[src/rtl/snax_csr_arbiter.sv]
// snax_csr_arbiter
//   Shares one CSR request/response port between NumReq requesters.
//   Requests are arbitrated round-robin, and a grant stays locked until it is
//   accepted. The index of each accepted request is pushed into a small
//   routing FIFO. In-order CSR responses are then steered back to the
//   requester at the FIFO head.
//
// Ports
//   clk_i, rst_i                       clock, async active-high reset
//   req_{data,addr,write,valid}_i      per-requester request payload/valid
//   req_ready_o                        per-requester request ready
//   rsp_{data,valid}_o, rsp_ready_i    per-requester response channel
//   csr_req_{data,addr,write,valid}_o  shared CSR request
//   csr_req_ready_i
//   csr_rsp_{data,valid}_i             shared CSR response
//   csr_rsp_ready_o
module snax_csr_arbiter #(
  parameter int NumReq         = 2,
  parameter int MaxOutstanding = 4
) (
  input  logic                   clk_i,
  input  logic                   rst_i,
  input  logic [NumReq-1:0][31:0] req_data_i,
  input  logic [NumReq-1:0][31:0] req_addr_i,
  input  logic [NumReq-1:0]       req_write_i,
  input  logic [NumReq-1:0]       req_valid_i,
  output logic [NumReq-1:0]       req_ready_o,
  output logic [NumReq-1:0][31:0] rsp_data_o,
  output logic [NumReq-1:0]       rsp_valid_o,
  input  logic [NumReq-1:0]       rsp_ready_i,
  output logic [31:0]             csr_req_data_o,
  output logic [31:0]             csr_req_addr_o,
  output logic                    csr_req_write_o,
  output logic                    csr_req_valid_o,
  input  logic                    csr_req_ready_i,
  input  logic [31:0]             csr_rsp_data_i,
  input  logic                    csr_rsp_valid_i,
  output logic                    csr_rsp_ready_o
);

  localparam int IdxW = $clog2(NumReq);
  localparam int PtrW = (MaxOutstanding > 1) ? $clog2(MaxOutstanding) : 1;
  localparam int CntW = $clog2(MaxOutstanding + 1);

  logic [IdxW-1:0] rr_q, lock_idx_q, rr_idx, grant, head;
  logic            lock_q, any_valid, grant_valid;
  logic            fifo_full, fifo_empty, push, pop;
  logic [PtrW-1:0] wptr_q, rptr_q;
  logic [CntW-1:0] cnt_q;
  logic [IdxW-1:0] fifo_mem [MaxOutstanding];

  // Round-robin search starting at rr_q. The loop walks offsets from the
  // farthest to the nearest, so the nearest valid requester is the last
  // one written and wins.
  always_comb begin
    rr_idx    = rr_q;
    any_valid = 1'b0;
    for (int i = NumReq - 1; i >= 0; i--) begin
      int s;
      s = int'(rr_q) + i;
      if (s >= NumReq) s = s - NumReq;
      if (req_valid_i[s]) begin
        rr_idx    = IdxW'(s);
        any_valid = 1'b1;
      end
    end
  end

  // While a request is pending without ready, keep presenting the same requester.
  assign grant       = lock_q ? lock_idx_q : rr_idx;
  assign grant_valid = lock_q ? req_valid_i[lock_idx_q] : any_valid;

  assign fifo_full  = (cnt_q == CntW'(MaxOutstanding));
  assign fifo_empty = (cnt_q == '0);
  assign head       = fifo_mem[rptr_q];

  // Full blocks the grant regardless of a same-cycle pop. This keeps
  // req_ready_o free of any path from the response side.
  assign csr_req_valid_o = !rst_i && grant_valid && !fifo_full;
  assign csr_req_data_o  = req_data_i[grant];
  assign csr_req_addr_o  = req_addr_i[grant];
  assign csr_req_write_o = req_write_i[grant];

  always_comb begin
    req_ready_o        = '0;
    req_ready_o[grant] = !rst_i && csr_req_ready_i && !fifo_full;
  end

  // Responses go only to the FIFO head. A response that arrives while the
  // FIFO is empty is dropped.
  assign csr_rsp_ready_o = !rst_i && !fifo_empty && rsp_ready_i[head];

  always_comb begin
    rsp_valid_o = '0;
    rsp_data_o  = '0;
    if (!fifo_empty) begin
      rsp_valid_o[head] = !rst_i && csr_rsp_valid_i;
      rsp_data_o[head]  = csr_rsp_data_i;
    end
  end

  assign push = csr_req_valid_o && csr_req_ready_i;
  assign pop  = csr_rsp_valid_i && csr_rsp_ready_o;

  function automatic logic [PtrW-1:0] ptr_inc(input logic [PtrW-1:0] p);
    return (p == PtrW'(MaxOutstanding - 1)) ? '0 : p + 1'b1;
  endfunction

  always_ff @(posedge clk_i or posedge rst_i) begin
    if (rst_i) begin
      rr_q       <= '0;
      lock_q     <= 1'b0;
      lock_idx_q <= '0;
      wptr_q     <= '0;
      rptr_q     <= '0;
      cnt_q      <= '0;
    end else begin
      lock_q     <= csr_req_valid_o && !csr_req_ready_i;
      lock_idx_q <= grant;
      if (push)
        rr_q <= (grant == IdxW'(NumReq - 1)) ? '0 : grant + 1'b1;
      if (push) wptr_q <= ptr_inc(wptr_q);
      if (pop)  rptr_q <= ptr_inc(rptr_q);
      case ({push, pop})
        2'b10:   cnt_q <= cnt_q + 1'b1;
        2'b01:   cnt_q <= cnt_q - 1'b1;
        default: cnt_q <= cnt_q;
      endcase
    end
  end

  // The routing storage needs no reset. Occupancy is tracked by cnt_q, and
  // clearing cnt_q discards every entry.
  always_ff @(posedge clk_i) begin
    if (push) fifo_mem[wptr_q] <= grant;
  end

endmodule

[config.mk]
export PLATFORM = sky130hd
export DESIGN_NAME = snax_csr_arbiter
export DESIGN_NICKNAME = d
export VERILOG_FILES = /design/src/rtl/snax_csr_arbiter.sv
export SDC_FILE = /design/constraint.sdc
export NUM_CORES = 1
export LEC_CHECK = 0
export ABC_AREA = 1
export CORE_AREA = 2 2 119 121
export DETAILED_ROUTE_END_ITERATION = 6
export DIE_AREA = 0 0 121 123
export PLACE_DENSITY = 0.6
export SLEW_MARGIN = 25
export SYNTH_ARGS = -nofsm -noshare
export SYNTH_HDL_FRONTEND = slang
export SYNTH_SLANG_ARGS = --single-unit
export TNS_END_PERCENT = 50
[constraint.sdc]
create_clock -name clk_i -period 5.8 [get_ports clk_i]
set_clock_uncertainty 0.05 [all_clocks]
set_input_delay 0.87 -clock clk_i [delete_from_list [all_inputs] [get_ports clk_i]]
set_output_delay 0.87 -clock clk_i [all_outputs]
set_load 0.05 [all_outputs]
* After elaboration in Yosys (flattened, before gate mapping) *
Memory sizes are Yosys's and may differ from the RTL's.
Cells that the tools add are included.

word-level totals
  register bits after elaboration = 10
  memory bits (writable) = 4
  input port bits = 170
  memories kept = 1

memories
  memory    words  bits a word  rd ports  clocked after memory_dff  write ports  line  source
  fifo_mem  4      1            1         0                         1            50    logic [IdxW-1:0] fifo_mem [MaxOutstanding];

operators by class
  add/subtract/negate cells = 8
  $lt $le $gt $ge = 9
  equality and inequality tests = 5
  muxes and demuxes = 38
  bitwise gates (word level) = 3
  reductions and logical operators = 18

operator list
  operator                                                     number
  2-to-1 mux 32 bit                                            7
  AND 64 bit                                                   1
  less-than comparator 32 x 3 -> 1 bit, second input constant  2
  2-to-1 mux 64 bit                                            1
  demux 32 bit (select 1 bit)                                  1
  2-to-1 mux 1 bit                                             23
  logical AND 1 bit                                            12
  equality test 2 bit, second input constant                   3
  less-than comparator 1 x 2 -> 1 bit, second input constant   3
  2-to-1 mux 2 bit                                             3
  one-hot mux 3 bit (2 select lines)                           1
  adder 2 x 1 -> 2 bit, second input constant                  2
  AND 2 bit                                                    2
  zero test 1 bit                                              4
  adder 3 x 1 -> 3 bit, second input constant                  1
  equality test 3 bit, second input constant                   1
  zero test 3 bit                                              1
  subtractor 1 x 2 -> 3 bit, second input constant             1
  subtractor 2 x 2 -> 3 bit, second input constant             1
  subtractor 3 x 1 -> 3 bit, second input constant             1
  adder 1 x 1 -> 2 bit, second input constant                  1
  demux 1 bit (select 1 bit)                                   2
  equality test 2 x 1 -> 1 bit, second input constant          1
  >= comparator 1 bit, second input constant                   2
  4 further kinds                                              4

* Logic depth before layout (Yosys ltp) *
  word-level depth = 14
  depth in mapped cells = 13
  mapped depth without buffers = 13

* Least setup slack after synthesis *
No wires, ideal clock.

  path type = in2out
  start point = input port rst_i
  end point = output port rsp_valid_o[0]
  data arrival time = 2.161 ns
  data required time = 4.880 ns
  slack = 2.719 ns
  cell stages on the path = 5
  path through = inv_1 nand2_1 nor2_1 inv_1 nor2_1

between the ends
  cells in the longest elaborated chain, start to end = 4

ends and longest elaborated chain
  element                    line  source
  start: declaration         22    input logic rst_i,
  zero test 1 bit (no line)  n/a
  logical AND 1 bit          97    rsp_valid_o[head] = !rst_i && csr_rsp_valid_i;
  AND 2 bit (no line)        n/a
  2-to-1 mux 2 bit           96    if (!fifo_empty) begin
  end: declaration           29    output logic [NumReq-1:0] rsp_valid_o,

Every way passes these cells.

* Worst setup path in the final report *
  start point = input port req_valid_i[1]
  end point = output port csr_req_addr_o[3]

between the ends
  cells in the longest elaborated chain, start to end = 8
  elaborated cells between the ends (all ways) = 11

ends and longest elaborated chain
  element                                                 line  source
  start: declaration                                      26    input logic [NumReq-1:0] req_valid_i,
  2-to-1 mux 1 bit (not written as such) (3 in a row)     62    if (req_valid_i[s]) begin
  2-to-1 mux 1 bit                                        62
  2-to-1 mux 1 bit *                                      62
  2-to-1 mux 1 bit *                                      70    assign grant = lock_q ? lock_idx_q : rr_idx;
  2-to-1 mux 32 bit (not written as such) * (2 in a row)  81    assign csr_req_addr_o = req_addr_i[grant];
  end: declaration                                        32    output logic [31:0] csr_req_addr_o,

Every way passes the cells marked *; elsewhere a longest branch is shown, timed or not. The select of a mux whose other input is x is not followed.

==> flow_metrics.tcl <==
set metrics [dict create \
    maxSlewHeadroom_pct 44.6 \
    num_vias 3598 \
    core.rowCount 43 \
    p_leak_uw 0.00255 \
    clockBufferDepth 2 \
    yosys.area_share.simple_pct 60.3 \
    initial_core_util_pct 17.2 \
    ys_types 25 \
    final_layout_size_suffix_gt1_share_pct 6.63 \
    core_area_um2 13600 \
    synth_ff_type "dfrtp_1" \
    synthXorXnorAreaFrac_pct 0.747 \
    place_area_um2 5450 \
    grt_pass1_wl_um 16800 \
    p_int_uw 1080 \
    portBuffers 304 \
    yosysTopAreaCellShare_pct 34.6 \
    final_cells 889 \
    arrival_ps 3420 \
    p_switching_uw 1980 \
    grt_usage_pct 14.1 \
    worst_setup_path_start_kind "input pin" \
    path_clk_slew_ps 40 \
    synth_top_family_by_area "simple AND/OR/NAND/NOR gates" \
    slew_violations 0 \
    final_nets 887 \
    cts_resized 0 \
    max_freq_mhz 231 \
    hold_class "reg2reg" \
    ys_seq_area_share_pct 15.8 \
    async_reset_ff_share_pct 71.4 \
    root_buffer "clkbuf_16" \
    worstPathRequired_ps 4880 \
    cp_max_fo 40 \
    setup_viol 0 \
    synth-compound-area-share_pct 1.82 \
    synthTopCellsByArea "nand2_1 (35%), nor3_2 (12%), dfrtp_1 (11%)" \
    hold_violations 0 \
    p_sw_share_pct 64.7 \
    gr-total-overflow 0 \
    chipHeight_um 123 \
    ios 305 \
    viasPerCell 4.05 \
    power_density_nw_per_um2 553 \
    tightest_slew_ps 830 \
    netlist_area_um2 2340 \
    setup.worst_path.class "in2out" \
    ctsHoldBuffers 0 \
    antenna_found_initial 1 \
    initialDrtViolationCount 53 \
    synthMuxAreaShare_pct 0 \
    post-route-period-util_pct 74.7 \
    hold_slack_ps 416 \
    status "finished clean" \
    synthAdderAreaFrac_pct 4.06 \
    seqPwrFrac_pct 5.4 \
    synth_edf_count 4 \
    gp_congestion 0.767 \
    cts.sinks 14 \
    period_minus_slack_ps 4340 \
    synth_most_common_cell "nand2_1" \
    maxCapViolCount 0 \
    wl_per_cell_um 13.0 \
    p_clk_share_pct 4.2 \
    syn_nets 601 \
    rsz0062_at_grt "false" \
    ys_ff_latch 14 \
    clock_latency_ps 240 \
    fin_util_pct 40.6 \
    die_w_um 121 \
    routed_wl_um 11500 \
    die_area_um2 14900 \
    worstSetupEndpointType "output pin" \
    ir_drop_uv 183 \
    numCtsBuffers 3 \
    ant_nets 0 \
    dp.cells 885 \
    finalSetupTns_ps 0 \
    dr.pass1.iters 4 \
    synthTopCellsByCount "nand2_1 (216), inv_1 (56), nor3_1 (35), nor3_2 (29), buf_2 (14)" \
    stdcell_area_um2 5530 \
    diodes 0 \
    syn_to_final_growth_pct 136 \
    htree_levels 1 \
    hpwl_um 9630 \
    cts_setup_buffers 0 \
    avgSynthCellArea_um2 5.53 \
    grt_max_degree 72 \
    yosys_warnings 0 \
    cts_tree "yes" \
    syn_inst 424 \
    grt_pass1_vias 3468 \
    drc_errors 0 \
    yosysTopAreaCell "nand2_1" \
    power.share.combinational_pct 90.3 \
]
## power by group through the flow
stage	Clock [uW]	Sequential [uW]	Combinational [uW]
CTS	134	167	2790
global placement	0	166	2770
global route	139	173	2920
floorplan	0	161	1930
detailed placement	0	168	2780
finish	130	167	2760
## registers in the layout, indices dropped and copies added, names as in the netlist
register    flops
rptr_q          2
rr_q            1
lock_q          1
lock_idx_q      1
wptr_q          2
cnt_q           3
fifo_mem        4
## placed cells by master (no fill, tap or decap), types with 5 or more instances in the layout
cell             netlist  layout
o21ai_0                5       5
nor3_1                35      35
inv_1                 56      56
nand3_1                9       9
clkdlybuf4s50_1        0     301
nor3_2                29      29
nor2_1                13      13
nand2_1              216     216
buf_4                  5       6
dfrtp_1               10      10
ha_1                   6       6
## stage by stage
| stage | worst slack, ps | total power (uW) |
|---|---|---|
| after floorplan | 2720 | 2100 |
| after global placement | 1460 | 2940 |
| after detailed placement | 1420 | 2950 |
| after CTS | 1420 | 3090 |
| after global routing | 1270 | 3240 |
| final | 1470 | 3060 |
## worst max-delay path: stages
cell	delay, ps
clkdlybuf4s50_1	440
o211ai_1	210
nand2_2	80
inv_2	340
buf_4	440
nand2_1	110
nand2_1	80
clkdlybuf4s50_1	800
## kinds of logic (layout without fill, tap and decap cells)
group	count (synthesis)	in the layout
fa+ha+maj	7	7
simple gates	307	307
xor+xnor	2	2
buf+inv	86	371
flops	14	14
compound gates	8	8
## final timing paths
path	startpoint	to	slack [ps]	cells after the start
worst min register to register	cnt_q[0]	cnt_q[0]	420	1
worst max register to register	rptr_q[0]	cnt_q[2]	3400	13
worst min-delay path	cnt_q[0]	cnt_q[0]	420	1
max in group asynchronous	rst_i	rr_q	4490	2
worst max-delay path	req_valid_i[1]	csr_req_addr_o[3]	1470	8
min in group asynchronous	rst_i	rptr_q[1]	890	2
## final cells by class
cell class	instances	area [um2]
repair buffers	307	3060
multi-input cells	324	1570
fillers	1404	8090
inverters	60	225
clock buffers	3	75.1
flip-flops and latches	14	370
clock inverters	1	3.75
well taps	180	225
## layer usage
metal	vias up	global-route usage, %	routed length [um]
met1	1552	13.5	3970
met5	-	0	13
met2	189	29.0	6180
li1	1846	-	-
met3	9	4.80	1300
met4	2	2.11	68
(Power assumes the default switching activity.)
